### config.mk
export PLATFORM = sky130hd
export DESIGN_NAME = ps2_dir_keys_flat
export DESIGN_NICKNAME = d
export VERILOG_FILES = /design/src/rtl/ps2_dir_keys_if.sv /design/src/rtl/ps2_dir_keys.sv /design/src/flat_wrapper.sv
export SDC_FILE = /design/constraint.sdc
export NUM_CORES = 1
export LEC_CHECK = 0
export CORE_UTILIZATION = 45
export DETAILED_ROUTE_END_ITERATION = 10
export PLACE_DENSITY_LB_ADDON = 0.15
export SYNTH_ARGS = -nofsm -noshare
export SYNTH_HDL_FRONTEND = slang
export SYNTH_SLANG_ARGS = --single-unit
### constraint.sdc
create_clock -name clk -period 2.8 [get_ports clk]
set_input_delay 0.56 -clock clk [delete_from_list [all_inputs] [get_ports clk]]
set_output_delay 0.56 -clock clk [all_outputs]
set_load 0.05 [all_outputs]
### src/rtl/ps2_dir_keys_if.sv
// PS/2 keyboard pins and decoded direction/scan outputs.
// master: keyboard/consumer side; slave: the receiver block.
interface ps2_dir_keys_if;
   logic       ps2_clk;
   logic       ps2_data;
   logic       left;
   logic       right;
   logic       up;
   logic       down;
   logic [7:0] scan_code;
   logic       scan_valid;
   logic       err;

   modport master (
      output ps2_clk, ps2_data,
      input  left, right, up, down,
      input  scan_code, scan_valid, err
   );

   modport slave (
      input  ps2_clk, ps2_data,
      output left, right, up, down,
      output scan_code, scan_valid, err
   );
endinterface

### src/rtl/ps2_dir_keys.sv
// PS/2 receiver: sync, glitch filter, frame deframer, make/break
// decoder holding one level per direction (arrows and WASD).
module ps2_dir_keys #(
   parameter int FILTER_LEN = 8,
   parameter int TIMEOUT    = 100000
) (
   input logic          clk,
   input logic          reset,
   ps2_dir_keys_if.slave bus
);

   localparam int FW = $clog2(FILTER_LEN + 1);
   localparam int TW = $clog2(TIMEOUT + 1);

   // held-key bit positions
   localparam int K_LA = 0;
   localparam int K_RA = 1;
   localparam int K_UA = 2;
   localparam int K_DA = 3;
   localparam int K_A  = 4;
   localparam int K_W  = 5;
   localparam int K_S  = 6;
   localparam int K_D  = 7;

   typedef enum logic [1:0] {IDLE, DATA, PARITY, STOP} state_t;

   logic [1:0]    clk_sync, dat_sync;
   logic          clk_s, dat_s;
   logic [FW-1:0] flt_cnt;
   logic          clk_f, clk_fq, fall;

   state_t        state, state_n;
   logic [2:0]    bit_cnt, bit_cnt_n;
   logic [7:0]    shreg, shreg_n;
   logic          par, par_n;
   logic [TW-1:0] tmo;
   logic          good_c, bad_c;

   logic          ext, brk;
   logic [7:0]    held, hit;

   assign clk_s = clk_sync[1];
   assign dat_s = dat_sync[1];
   assign fall  = clk_fq & ~clk_f;

   // two-flop synchronizers for the raw pins (idle high)
   always_ff @(posedge clk or negedge reset) begin
      if (!reset) begin
         clk_sync <= 2'b11;
         dat_sync <= 2'b11;
      end else begin
         clk_sync <= {clk_sync[0], bus.ps2_clk};
         dat_sync <= {dat_sync[0], bus.ps2_data};
      end
   end

   // filtered clock follows only a run of FILTER_LEN differing samples
   always_ff @(posedge clk or negedge reset) begin
      if (!reset) begin
         flt_cnt <= '0;
         clk_f   <= 1'b1;
         clk_fq  <= 1'b1;
      end else begin
         clk_fq <= clk_f;
         if (clk_s == clk_f) begin
            flt_cnt <= '0;
         end else if (flt_cnt == FW'(FILTER_LEN - 1)) begin
            clk_f   <= clk_s;
            flt_cnt <= '0;
         end else begin
            flt_cnt <= flt_cnt + 1'b1;
         end
      end
   end

   // frame state register and inter-edge watchdog
   always_ff @(posedge clk or negedge reset) begin
      if (!reset) begin
         state   <= IDLE;
         bit_cnt <= '0;
         shreg   <= '0;
         par     <= 1'b0;
         tmo     <= '0;
      end else begin
         state   <= state_n;
         bit_cnt <= bit_cnt_n;
         shreg   <= shreg_n;
         par     <= par_n;
         if (fall || state == IDLE)
            tmo <= '0;
         else if (tmo != TW'(TIMEOUT))
            tmo <= tmo + 1'b1;
      end
   end

   // deframer next state; flags good/bad frame at the stop bit
   always_comb begin
      state_n   = state;
      bit_cnt_n = bit_cnt;
      shreg_n   = shreg;
      par_n     = par;
      good_c    = 1'b0;
      bad_c     = 1'b0;
      if (state != IDLE && tmo == TW'(TIMEOUT)) begin
         state_n = IDLE;
         bad_c   = 1'b1;
      end else if (fall) begin
         unique case (state)
            IDLE: begin
               if (!dat_s) begin
                  bit_cnt_n = '0;
                  state_n   = DATA;
               end
            end
            DATA: begin
               shreg_n   = {dat_s, shreg[7:1]};
               bit_cnt_n = bit_cnt + 1'b1;
               if (bit_cnt == 3'd7)
                  state_n = PARITY;
            end
            PARITY: begin
               par_n   = dat_s;
               state_n = STOP;
            end
            STOP: begin
               state_n = IDLE;
               if (dat_s && ^{shreg, par})
                  good_c = 1'b1;
               else
                  bad_c = 1'b1;
            end
            default: state_n = IDLE;
         endcase
      end
   end

   // registered byte output and status pulses
   always_ff @(posedge clk or negedge reset) begin
      if (!reset) begin
         bus.scan_code  <= '0;
         bus.scan_valid <= 1'b0;
         bus.err        <= 1'b0;
      end else begin
         bus.scan_valid <= good_c;
         bus.err        <= bad_c;
         if (good_c)
            bus.scan_code <= shreg;
      end
   end

   // key lookup for the byte currently presented
   always_comb begin
      hit = '0;
      unique case (1'b1)
         ext  && bus.scan_code == 8'h6B: hit[K_LA] = 1'b1;
         ext  && bus.scan_code == 8'h74: hit[K_RA] = 1'b1;
         ext  && bus.scan_code == 8'h75: hit[K_UA] = 1'b1;
         ext  && bus.scan_code == 8'h72: hit[K_DA] = 1'b1;
         !ext && bus.scan_code == 8'h1C: hit[K_A]  = 1'b1;
         !ext && bus.scan_code == 8'h1D: hit[K_W]  = 1'b1;
         !ext && bus.scan_code == 8'h1B: hit[K_S]  = 1'b1;
         !ext && bus.scan_code == 8'h23: hit[K_D]  = 1'b1;
         default: ;
      endcase
   end

   // make/break tracking; prefixes latch until the next plain byte
   always_ff @(posedge clk or negedge reset) begin
      if (!reset) begin
         ext  <= 1'b0;
         brk  <= 1'b0;
         held <= '0;
      end else if (bus.err) begin
         ext <= 1'b0;
         brk <= 1'b0;
      end else if (bus.scan_valid) begin
         if (bus.scan_code == 8'hE0) begin
            ext <= 1'b1;
         end else if (bus.scan_code == 8'hF0) begin
            brk <= 1'b1;
         end else begin
            held <= (held & ~hit) | (hit & {8{~brk}});
            ext  <= 1'b0;
            brk  <= 1'b0;
         end
      end
   end

   assign bus.left  = held[K_LA] | held[K_A];
   assign bus.right = held[K_RA] | held[K_D];
   assign bus.up    = held[K_UA] | held[K_W];
   assign bus.down  = held[K_DA] | held[K_S];

endmodule

### src/flat_wrapper.sv
// flat-port wrapper written by rule: the top's interface ports become plain ports
module ps2_dir_keys_flat 
#(
   parameter int FILTER_LEN = 8,
   parameter int TIMEOUT    = 100000
)
  (clk, reset, bus_ps2_clk, bus_ps2_data, bus_left, bus_right, bus_up, bus_down, bus_scan_code, bus_scan_valid, bus_err);
  ps2_dir_keys_if bus_i ();
  input logic clk;
  input logic reset;
  input wire logic [$bits(bus_i.ps2_clk)-1:0] bus_ps2_clk;
  input wire logic [$bits(bus_i.ps2_data)-1:0] bus_ps2_data;
  output wire logic [$bits(bus_i.left)-1:0] bus_left;
  output wire logic [$bits(bus_i.right)-1:0] bus_right;
  output wire logic [$bits(bus_i.up)-1:0] bus_up;
  output wire logic [$bits(bus_i.down)-1:0] bus_down;
  output wire logic [$bits(bus_i.scan_code)-1:0] bus_scan_code;
  output wire logic [$bits(bus_i.scan_valid)-1:0] bus_scan_valid;
  output wire logic [$bits(bus_i.err)-1:0] bus_err;
  assign bus_i.ps2_clk = bus_ps2_clk;
  assign bus_i.ps2_data = bus_ps2_data;
  assign bus_left = bus_i.left;
  assign bus_right = bus_i.right;
  assign bus_up = bus_i.up;
  assign bus_down = bus_i.down;
  assign bus_scan_code = bus_i.scan_code;
  assign bus_scan_valid = bus_i.scan_valid;
  assign bus_err = bus_i.err;
  ps2_dir_keys #(.FILTER_LEN(FILTER_LEN), .TIMEOUT(TIMEOUT)) u_core (.clk(clk), .reset(reset), .bus(bus_i));
endmodule
==> out/metrics.json <==
{
  "critical_path.cell_chain": {"value": "xnor2_1 -> xnor3_1 -> xnor2_1 -> nor3b_2 -> mux2_4"},
  "final_nets": {"value": 290},
  "ctsHoldBuffers": {"value": 0},
  "groute.usage.overall": {"value": 0.176},
  "post-route-util": {"value": 0.538},
  "number_of_global_route_vias_before_repair": {"value": 1996},
  "path_delay_family": {"value": "XOR/XNOR gates"},
  "route.vias.total": {"value": 1876},
  "share_of_synthesized_registers_carrying_an_async_set_or_reset": {"value": 1.00},
  "setup_tns": {"value": 0, "unit": "ns"},
  "power_density": {"value": 692, "unit": "nW/um^2"},
  "endpoint_kind": {"value": "register"},
  "startpoint_to_endpoint_class_of_the_critical_path": {"value": "reg2reg"},
  "placementRows": {"value": 29},
  "ir_worst_vdd": {"value": 0.000364, "unit": "V"},
  "ys_warn_count": {"value": 0},
  "leakagePower": {"value": 1.56, "unit": "nW"},
  "routed_wire_length_per_instance": {"value": 14.7, "unit": "um"},
  "critical-path-slowest-cell": {"value": "sky130_fd_sc_hd__nor3b_2"},
  "layout-area-overhead-vs-synth": {"value": 15.5, "unit": "%"},
  "fp.dieArea": {"value": 6860, "unit": "sq um"},
  "cts_root_buffer": {"value": "sky130_fd_sc_hd__clkbuf_8"},
  "post-dp-hpwl": {"value": 3570, "unit": "um"},
  "gpl.final_weighted_congestion": {"value": 0.775},
  "worst_slew_margin_rel": {"value": 0.394},
  "cts-htree-levels": {"value": 3},
  "core_area": {"value": 6310, "unit": "sq um"},
  "synth_fp_nets": {"value": 267},
  "synth_seq_area_share": {"value": 0.521},
  "drive_gt1_frac": {"value": 0.160},
  "cts_resized": {"value": 0},
  "cp_data_required_time": {"value": 3.03, "unit": "ns"},
  "avgViaCountPerCell": {"value": 5.24},
  "max_freq": {"value": 415, "unit": "MHz"},
  "clkSinkCount": {"value": 61},
  "wl": {"value": 5260, "unit": "um"},
  "critical_path.max_fanout": {"value": 9},
  "overflow": {"value": 0},
  "number_of_instances_in_the_synthesized_netlist": {"value": 253},
  "critPathBufInv": {"value": 0},
  "min_path_type": {"value": "in2async"},
  "grt_setup_unrepaired": {"value": "no"},
  "placement.io_buffers": {"value": 17},
  "synth_area_per_cell": {"value": 11.6, "unit": "sq um"},
  "grt_antenna_before_repair": {"value": 0},
  "clock_latency": {"value": 0.35, "unit": "ns"},
  "clockBufferDepth": {"value": 2},
  "drc": {"value": 0},
  "first_iter_violations": {"value": 55},
  "timing.critical_path.from_type": {"value": "register"},
  "yosys_most_used_dff": {"value": "sky130_fd_sc_hd__dfrtp_1"},
  "grt_first_pass_wirelength": {"value": 9410, "unit": "um"},
  "worst_slew_pin_slew": {"value": 0.905, "unit": "ns"},
  "outcome": {"value": "complete, no violations"},
  "cts_inserted_buffers": {"value": 9},
  "critical-path-top-cell-by-count": {"value": "sky130_fd_sc_hd__xnor2_1"},
  "period_needed": {"value": 2.41, "unit": "ns"},
  "layout_commonest_cell": {"value": "sky130_fd_sc_hd__dfrtp_1"},
  "finalHoldViolations": {"value": 0},
  "pin_count_of_the_biggest_net_entering_global_routing": {"value": 40},
  "detail-route-antenna-nets": {"value": 0},
  "post-cts-setup-buffers": {"value": 0},
  "cp_data_arrival_time": {"value": 2.64, "unit": "ns"},
  "setup_viol": {"value": 0},
  "delay_of_the_slowest_cell_on_the_worst_path": {"value": 0.77, "unit": "ns"},
  "post_synth_edffs": {"value": 0},
  "most_frequent_cells_in_the_layout": {"value": "55 x sky130_fd_sc_hd__dfrtp_1, 26 x sky130_fd_sc_hd__nor2_1, 16 x sky130_fd_sc_hd__clkdlybuf4s50_1"},
  "clock_tree_from_tritoncts": {"value": "built"},
  "finClkSkew": {"value": 0.0102, "unit": "ns"},
  "timing.critical_path.from": {"value": "u_core.shreg[5]$_DFFE_PN0P_"},
  "die_x": {"value": 82.9, "unit": "um"},
  "min_period_over_period": {"value": 0.861},
  "drt-pass1-iter-count": {"value": 4},
  "drv_cap": {"value": 0},
  "floorplan.io_pins": {"value": 18},
  "worst_setup_hold_path_clk_slew": {"value": 0.07, "unit": "ns"},
  "die_h": {"value": 82.9, "unit": "um"},
  "starting_utilization_of_the_core_area": {"value": 0.466},
  "antennaDiodeCount": {"value": 0},
  "final_max_slew_viol_count": {"value": 0},
  "postSynthRegisterBits": {"value": 61},
  "count_of_distinct_cell_types_in_the_synthesized_netlist": {"value": 51},
  "syn-cell-area": {"value": 2940, "unit": "sq um"},
  "critical_path.reg2reg.startpoint": {"value": "u_core.shreg[5]$_DFFE_PN0P_"}
}
-- worst reg2reg max path, delay by kind of cell, from the launching register on --
| kind | cells | cell delay (ns) |
|---|---|---|
| muxes | 1 | 0.35 |
| and+or+nand+nor | 1 | 0.77 |
| DFF | 1 | 0.41 |
| xor gates and xnor gates | 3 | 0.77 |
-- routing by layer --
metal | up-vias | wire length [um] | global-route usage
met5 | - | 0 | 0
met4 | 0 | 138 | 0.110
met3 | 12 | 150 | 0.0388
met2 | 29 | 2400 | 0.266
met1 | 913 | 2570 | 0.231
li1 | 922 | - | -
-- path summary, 6_finish.rpt --
kind,endpoint,slack [ns],cells after the start
min in group clk,u_core.dat_sync[1]$_DFF_PN1_,0.36,0
setup / recovery,u_core.bus.scan_code[6]$_DFFE_PN0P_,0.39,5
setup reg to reg,u_core.bus.scan_code[6]$_DFFE_PN0P_,0.39,5
hold / removal,asynchronous set/reset pin,0.19,1
max in group asynchronous,u_core.dat_sync[0]$_DFF_PN1_,1.94,2
hold reg to reg,u_core.dat_sync[1]$_DFF_PN1_,0.36,0
-- report_power, final --
group / internal, mW / leakage (nW) / total, mW / switching, mW
sequential: 0.985 / 0.822 / 1.07 / 0.0854
clock: 0.441 / 0.103 / 0.818 / 0.377
combinational: 0.202 / 0.630 / 0.464 / 0.262
-- cell type report --
cell class	count	area (sq um)
clock buffer	10	138
inverter	10	37.5
clock inverter	6	68.8
sequential	61	1530
tap	77	96.3
timing repair buffer	18	185
multi-input combinational	176	1340
fill	556	2920
-- kinds of logic (layout without fill, tap and decap cells) --
group | Yosys count | in the layout | synth area share
flip-flops | 61 | 61 | 0.521
multiplexers | 24 | 24 | 0.100
AND/OR/NAND/NOR | 96 | 96 | 0.190
XOR/XNOR | 24 | 24 | 0.0761
adder cells (fa/ha/maj) | 10 | 10 | 0.0425
AO/OA/AOI/OAI | 22 | 22 | 0.0464
buffers and inverters | 16 | 44 | 0.0234
-- stage by stage --
step                      instances  area (sq um)  hold WS (ns)  power (mW)  setup slack, ns
after CTS                       358          3400         0.195        2.39            0.335
after detailed placement        342          3190         0.347        1.56            0.366
after global routing            358          3400         0.238        2.50            0.164
after floorplan                 253          2940         0.264        1.44            0.923
final                           358          3400         0.189        2.35            0.389
after global placement          342          3190         0.346        1.54            0.399
-- Yosys cell counts, types with 2 or more instances --
master                     instances  area share
sky130_fd_sc_hd__a21oi_1           6       0.010
sky130_fd_sc_hd__dfstp_2           6       0.054
sky130_fd_sc_hd__nand4_1           4      0.0085
sky130_fd_sc_hd__mux2_4            8       0.041
sky130_fd_sc_hd__clkbuf_1          3      0.0038
sky130_fd_sc_hd__or3_1             3      0.0064
sky130_fd_sc_hd__nand2b_1          3      0.0064
sky130_fd_sc_hd__ha_1             10       0.043
sky130_fd_sc_hd__nor4b_1           2      0.0060
sky130_fd_sc_hd__o21ai_0           5      0.0085
sky130_fd_sc_hd__xnor2_1          10       0.030
sky130_fd_sc_hd__mux2_2            2      0.0077
sky130_fd_sc_hd__nand2_1          13       0.017
sky130_fd_sc_hd__mux2i_1           5       0.017
sky130_fd_sc_hd__nor4b_2           2       0.010
sky130_fd_sc_hd__inv_1            10       0.013
sky130_fd_sc_hd__nand3b_1          3      0.0077
sky130_fd_sc_hd__a22o_1            2      0.0060
sky130_fd_sc_hd__o31ai_1           3      0.0077
sky130_fd_sc_hd__nor2_1           26       0.033
sky130_fd_sc_hd__nor3_1            5      0.0085
sky130_fd_sc_hd__dfrtp_1          55        0.47
sky130_fd_sc_hd__or2_2             4      0.0085
sky130_fd_sc_hd__nor4_1            4      0.0085
sky130_fd_sc_hd__nand3_1          11       0.019
sky130_fd_sc_hd__and4_1            2      0.0060
sky130_fd_sc_hd__xor2_1           13       0.039
sky130_fd_sc_hd__mux2_1            9       0.034
sky130_fd_sc_hd__nor2b_1           2      0.0043
Power figures use the tool's default switching activity.
